[config.mk]
export PLATFORM = sky130hd
export DESIGN_NAME = alu_arbiter_flat
export DESIGN_NICKNAME = d
export VERILOG_FILES = /design/src/rtl/alu_arbiter_if.sv /design/src/rtl/alu_arbiter.sv /design/src/flat_wrapper.sv
export SDC_FILE = /design/constraint.sdc
export NUM_CORES = 2
export LEC_CHECK = 0
export BUFFER_PORTS_ARGS = -buffer_cell sky130_fd_sc_hd__buf_2
export CAP_MARGIN = 20
export CORE_MARGIN = 2
export CORE_UTILIZATION = 60
export CTS_CLUSTER_DIAMETER = 120
export CTS_CLUSTER_SIZE = 40
export DETAILED_ROUTE_END_ITERATION = 6
export PLACE_DENSITY = 0.78
export SYNTH_ARGS = -nofsm -noshare
export SYNTH_HDL_FRONTEND = slang
export SYNTH_SLANG_ARGS = --single-unit
[constraint.sdc]
create_clock -name clk -period 11.3 [get_ports clk]
set_input_delay 1.695 -clock clk [delete_from_list [all_inputs] [get_ports clk]]
set_output_delay 1.695 -clock clk [all_outputs]
set_load 0.1 [all_outputs]
[src/rtl/alu_arbiter_if.sv]
// Request/response bundle between compute engines and the shared ALU arbiter.
interface alu_arbiter_if #(
  parameter int unsigned WIDTH = 32,
  parameter int unsigned NREQ  = 4,
  parameter int unsigned IDW   = $clog2(NREQ)
);
  logic [NREQ-1:0]       req_valid;
  logic [NREQ-1:0]       req_ready;
  logic [NREQ*4-1:0]     req_op;
  logic [NREQ*WIDTH-1:0] req_left;
  logic [NREQ*WIDTH-1:0] req_right;
  logic                  resp_valid;
  logic                  resp_ready;
  logic [WIDTH-1:0]      resp_data;
  logic [IDW-1:0]        resp_id;
  logic                  resp_err;

  // requesters plus the response consumer
  modport master (
    output req_valid, req_op, req_left, req_right, resp_ready,
    input  req_ready, resp_valid, resp_data, resp_id, resp_err
  );

  // the arbiter
  modport slave (
    input  req_valid, req_op, req_left, req_right, resp_ready,
    output req_ready, resp_valid, resp_data, resp_id, resp_err
  );
endinterface

[src/rtl/alu_arbiter.sv]
// Round-robin arbiter sharing one combinational ALU among NREQ requesters,
// with a single registered, id-tagged response slot.
module alu_arbiter #(
  parameter int unsigned WIDTH = 32,
  parameter int unsigned NREQ  = 4
) (
  input logic          clk,
  input logic          reset,
  alu_arbiter_if.slave bus
);
  localparam int unsigned IDW = $clog2(NREQ);
  localparam int unsigned OPW = 4;

  localparam logic [OPW-1:0] OP_ADD = 4'd0;
  localparam logic [OPW-1:0] OP_SUB = 4'd1;
  localparam logic [OPW-1:0] OP_MUL = 4'd2;
  localparam logic [OPW-1:0] OP_AND = 4'd3;
  localparam logic [OPW-1:0] OP_OR  = 4'd4;
  localparam logic [OPW-1:0] OP_XOR = 4'd5;
  localparam logic [OPW-1:0] OP_SHL = 4'd6;
  localparam logic [OPW-1:0] OP_SHR = 4'd7;
  localparam logic [OPW-1:0] OP_SRA = 4'd8;
  localparam logic [OPW-1:0] OP_LT  = 4'd9;
  localparam logic [OPW-1:0] OP_EQ  = 4'd10;
  localparam logic [OPW-1:0] OP_GT  = 4'd11;

  logic [IDW-1:0]   ptr;
  logic [IDW-1:0]   win;
  logic [IDW-1:0]   cand;
  logic             found;
  logic             accept;
  logic             xfer;
  logic [OPW-1:0]   op_a    [NREQ];
  logic [WIDTH-1:0] left_a  [NREQ];
  logic [WIDTH-1:0] right_a [NREQ];
  logic [OPW-1:0]   sel_op;
  logic [WIDTH-1:0] sel_l;
  logic [WIDTH-1:0] sel_r;
  logic             big_shift;
  logic [WIDTH-1:0] alu_res;
  logic             alu_err;

  // unpack flat request buses into per-requester arrays
  always_comb begin
    for (int unsigned i = 0; i < NREQ; i++) begin
      op_a[i]    = bus.req_op[i*OPW +: OPW];
      left_a[i]  = bus.req_left[i*WIDTH +: WIDTH];
      right_a[i] = bus.req_right[i*WIDTH +: WIDTH];
    end
  end

  // first valid requester at or after ptr, wrapping
  always_comb begin
    found = 1'b0;
    win   = ptr;
    cand  = '0;
    for (int unsigned k = 0; k < NREQ; k++) begin
      cand = IDW'((32'(ptr) + k) % NREQ);
      if (!found && bus.req_valid[cand]) begin
        found = 1'b1;
        win   = cand;
      end
    end
  end

  // reset also gates grants so nothing is accepted while held in reset
  assign accept = ~bus.resp_valid | bus.resp_ready;
  assign xfer   = found & accept & reset;

  always_comb begin
    bus.req_ready      = '0;
    bus.req_ready[win] = xfer;
  end

  assign sel_op    = op_a[win];
  assign sel_l     = left_a[win];
  assign sel_r     = right_a[win];
  assign big_shift = (sel_r >= WIDTH'(WIDTH));

  // shared datapath
  always_comb begin
    alu_res = '0;
    alu_err = 1'b0;
    case (sel_op)
      OP_ADD: alu_res = sel_l + sel_r;
      OP_SUB: alu_res = sel_l - sel_r;
      OP_MUL: alu_res = sel_l * sel_r;
      OP_AND: alu_res = sel_l & sel_r;
      OP_OR:  alu_res = sel_l | sel_r;
      OP_XOR: alu_res = sel_l ^ sel_r;
      OP_SHL: alu_res = big_shift ? '0 : (sel_l << sel_r);
      OP_SHR: alu_res = big_shift ? '0 : (sel_l >> sel_r);
      OP_SRA: alu_res = big_shift ? {WIDTH{sel_l[WIDTH-1]}}
                                  : WIDTH'($signed(sel_l) >>> sel_r);
      OP_LT:  alu_res = {{(WIDTH-1){1'b0}}, (sel_l < sel_r)};
      OP_EQ:  alu_res = {{(WIDTH-1){1'b0}}, (sel_l == sel_r)};
      OP_GT:  alu_res = {{(WIDTH-1){1'b0}}, (sel_l > sel_r)};
      default: begin
        alu_res = '0;
        alu_err = 1'b1;
      end
    endcase
  end

  // response slot and round-robin pointer
  always_ff @(posedge clk or negedge reset) begin
    if (!reset) begin
      ptr            <= '0;
      bus.resp_valid <= 1'b0;
      bus.resp_data  <= '0;
      bus.resp_id    <= '0;
      bus.resp_err   <= 1'b0;
    end else if (xfer) begin
      ptr            <= (win == IDW'(NREQ - 1)) ? '0 : win + IDW'(1);
      bus.resp_valid <= 1'b1;
      bus.resp_data  <= alu_res;
      bus.resp_id    <= win;
      bus.resp_err   <= alu_err;
    end else if (bus.resp_ready) begin
      bus.resp_valid <= 1'b0;
    end
  end
endmodule

[src/flat_wrapper.sv]
// flat-port wrapper written by rule: the top's interface ports become plain ports
module alu_arbiter_flat 
#(
  parameter int unsigned WIDTH = 32,
  parameter int unsigned NREQ  = 4
)
  (clk, reset, bus_req_valid, bus_req_op, bus_req_left, bus_req_right, bus_resp_ready, bus_req_ready, bus_resp_valid, bus_resp_data, bus_resp_id, bus_resp_err);
  alu_arbiter_if #(.WIDTH(WIDTH), .NREQ(NREQ)) bus_i ();
  input logic clk;
  input logic reset;
  input wire logic [$bits(bus_i.req_valid)-1:0] bus_req_valid;
  input wire logic [$bits(bus_i.req_op)-1:0] bus_req_op;
  input wire logic [$bits(bus_i.req_left)-1:0] bus_req_left;
  input wire logic [$bits(bus_i.req_right)-1:0] bus_req_right;
  input wire logic [$bits(bus_i.resp_ready)-1:0] bus_resp_ready;
  output wire logic [$bits(bus_i.req_ready)-1:0] bus_req_ready;
  output wire logic [$bits(bus_i.resp_valid)-1:0] bus_resp_valid;
  output wire logic [$bits(bus_i.resp_data)-1:0] bus_resp_data;
  output wire logic [$bits(bus_i.resp_id)-1:0] bus_resp_id;
  output wire logic [$bits(bus_i.resp_err)-1:0] bus_resp_err;
  assign bus_i.req_valid = bus_req_valid;
  assign bus_i.req_op = bus_req_op;
  assign bus_i.req_left = bus_req_left;
  assign bus_i.req_right = bus_req_right;
  assign bus_i.resp_ready = bus_resp_ready;
  assign bus_req_ready = bus_i.req_ready;
  assign bus_resp_valid = bus_i.resp_valid;
  assign bus_resp_data = bus_i.resp_data;
  assign bus_resp_id = bus_i.resp_id;
  assign bus_resp_err = bus_i.resp_err;
  alu_arbiter #(.WIDTH(WIDTH), .NREQ(NREQ)) u_core (.clk(clk), .reset(reset), .bus(bus_i));
endmodule
==> results.py <==
metrics = {
    "cells_and_area": {
        "utilization": 0.679,
        "final_nets": 4591,
        "nFillCells": 3597,
        "seqCellArea_um2": 951,
        "final_layout_size_suffix_gt1_frac": 0.172,
        "design_area_um2": 30200,
        "syn2layout_area_growth_pct": 11.1,
        "multi_input_comb_area_um2": 23500,
    },
    "synth": {
        "synthCells": 3407,
        "postSynthAreaPerCell_um2": 7.97,
        "synthesis.area_um2": 27200,
        "ys_ff_latch": 38,
        "synth_ff_type": "dfrtp_1",
        "ys_async_sr_fraction": 1.00,
        "syn_nets": 4319,
        "yosysUniqueCellTypes": 88,
        "yosysWarnings": 0,
        "yosysSeqAreaShare": 0.0350,
        "synth_edf_count": 0,
    },
    "setup_path": {
        "critPathMostFrequentCell": "fa_1",
        "crit_buf_inv": 6,
        "cp_max_fo": 28,
        "cp_top_family": "adder cells",
        "startpoint_type": "primary input",
        "slowest_stage": "a221oi_1",
        "cp-end-kind": "register",
        "worstPathArrival_ns": 11.35,
        "cpPeakStageDelay_ns": 0.65,
        "cp.required_ns": 11.43,
        "critical_path_class": "in -> reg",
    },
    "cts": {
        "htreeDepth": 2,
        "clock_sink_count": 38,
        "clockBufferDepth": 2,
        "cts_tree": "done",
        "clockRootBuffer": "clkbuf_16",
        "path_clk_slew_ns": 0.06,
        "insertion_delay_ns": 0.30,
        "cts_inserted_buffers": 5,
    },
    "floorplan": {
        "start_util": 0.611,
        "die-width_um": 217,
        "dieArea_um2": 47000,
        "boundaryPins": 319,
        "coreArea_um2": 44400,
        "die_y_um": 217,
        "rows": 77,
    },
    "routing": {
        "wl_per_cell_um": 32.5,
        "totalWireLength_um": 139000,
        "dr.pass1.iters": 7,
        "postRouteAntennaNets": 0,
        "num_vias": 30600,
        "drt-vias-per-instance": 7.16,
        "drc": 276,
        "drt_iter0_markers": 5158,
    },
    "run_status": {
        "violations": "DRC",
        "run_status": "complete, but fails checks",
    },
    "sta": {
        "fin_crit_sh": 0.993,
        "rsz0062_at_grt": "false",
        "clock_skew_ns": 0.00643,
        "tightest_slew_ns": 1.31,
        "final_max_slew_viol_count": 0,
        "fmax_ghz": 0.0891,
        "slew_headroom": 0.123,
        "setup_viol": 0,
        "hold_viol_final": 0,
        "setup_tns_ns": 0,
        "period_minus_slack_ns": 11.22,
    },
    "global_route": {
        "antenna_found_initial": 13,
        "overflow": 0,
        "grt_pass1_wl_um": 199000,
        "grt_max_degree": 55,
        "grtUsageTotal": 0.586,
        "grt_pass1_vias": 30800,
    },
    "flow_run": {
        "max-cap-violations": 0,
    },
    "place": {
        "placed_cell_area_um2": 29900,
        "port_buffers": 318,
        "gp_congestion": 1.16,
        "place_hpwl_um": 109000,
    },
    "min_path": {
        "hold_class": "reg -> reg",
    },
}
## timing repair
item / in CTS / in global routing
gates resized for setup: 0 / 1
hold buffers: 0 / 0
buffers inserted: 0 / 7
setup endpoints to repair: 0 / 2
## routing by layer
metal	vias up	wire [um]	GRT usage
li1	11800	-	-
met4	18	15900	0.471
met5	-	256	0.0198
met2	3322	53100	0.799
met1	14300	43800	0.673
met3	1114	25900	0.320
## synthesized netlist by cell type, types with 32 or more instances
master / count / share of area
xnor2_1: 73 / 0.024
nor2_1: 479 / 0.066
fa_1: 410 / 0.30
mux2i_1: 126 / 0.046
mux4_2: 47 / 0.039
nand3_1: 38 / 0.0070
clkbuf_1: 132 / 0.018
o211ai_1: 33 / 0.0091
inv_1: 467 / 0.065
o21ai_0: 152 / 0.028
a21oi_1: 183 / 0.034
buf_1: 44 / 0.0061
dfrtp_1: 38 / 0.035
a21o_1: 32 / 0.0088
ha_1: 223 / 0.10
nand2_1: 385 / 0.053
## cell families (layout without fill, tap and decap cells)
kind of cell | after synthesis | in the layout | share of synthesized area
compound gates | 700 | 700 | 0.171
xor+xnor | 92 | 92 | 0.0302
fa+ha+maj | 633 | 633 | 0.405
buf+inv | 708 | 980 | 0.102
flops | 38 | 38 | 0.0350
mux | 205 | 205 | 0.0990
other cells | 0 | 8 | 0
simple gates | 1031 | 1031 | 0.158
## final timing paths
check	start	endpoint	slack (ns)	cells after the start
worst max-delay path	bus_req_valid[0]	u_core.bus.resp_data[19]$_DFFE_PN0P_	0.08	34
worst min-delay path	u_core.bus.resp_data[4]$_DFFE_PN0P_	u_core.bus.resp_data[4]$_DFFE_PN0P_	0.49	2
worst max register to register	u_core.ptr[1]$_DFFE_PN0P_	u_core.bus.resp_data[19]$_DFFE_PN0P_	1.21	33
worst min register to register	u_core.bus.resp_data[4]$_DFFE_PN0P_	u_core.bus.resp_data[4]$_DFFE_PN0P_	0.49	2
max in group asynchronous	reset	u_core.bus.resp_data[31]$_DFFE_PN0P_	9.12	1
min in group asynchronous	reset	u_core.bus.resp_data[5]$_DFFE_PN0P_	1.56	1
## stage by stage
step,setup slack (ns),hold slack [ns],instances
global route,0.0139,0.523,4274
global placement,0.331,0.462,4255
finish,0.0811,0.493,4279
floorplan,0.392,0.568,3407
detailed placement,0.203,0.471,4256
CTS,0.479,0.485,4263
## worst min-delay path, cell delays in order (launching register included)
cell and delay [ns]:
dfrtp_1 0.35, a21oi_1 0.06, nand2_1 0.05
## flip-flops by register name, indices dropped and copies added, names as in the netlist
| name | count |
|---|---|
| u_core.bus.resp_err | 1 |
| u_core.bus.resp_id | 2 |
| u_core.ptr | 2 |
| u_core.bus.resp_data | 32 |
| u_core.bus.resp_valid | 1 |
## cell type report
cell class,count,area share
flip-flops and latches,38,0.0315
multi-input cells,2661,0.780
clock buffers,6,0.00460
well taps,592,0.0246
repair buffers,482,0.0962
inverters,491,0.0611
clock inverters,1,0.000996
diodes,8,0.000664
## cell usage in the layout, fill, tap and decap left out, types with 126 or more instances in the layout
| master | netlist | final |
|---|---|---|
| buf_4 | 5 | 157 |
| nand2_1 | 385 | 385 |
| buf_2 | 30 | 318 |
| ha_1 | 223 | 223 |
| a21oi_1 | 183 | 180 |
| o21ai_0 | 152 | 151 |
| mux2i_1 | 126 | 126 |
| nor2_1 | 479 | 478 |
| inv_1 | 467 | 466 |
| fa_1 | 410 | 410 |
Power is left out: the tool's default activity adds up to more than one toggle a clock period on the data nets, which glitch-free logic cannot reach.
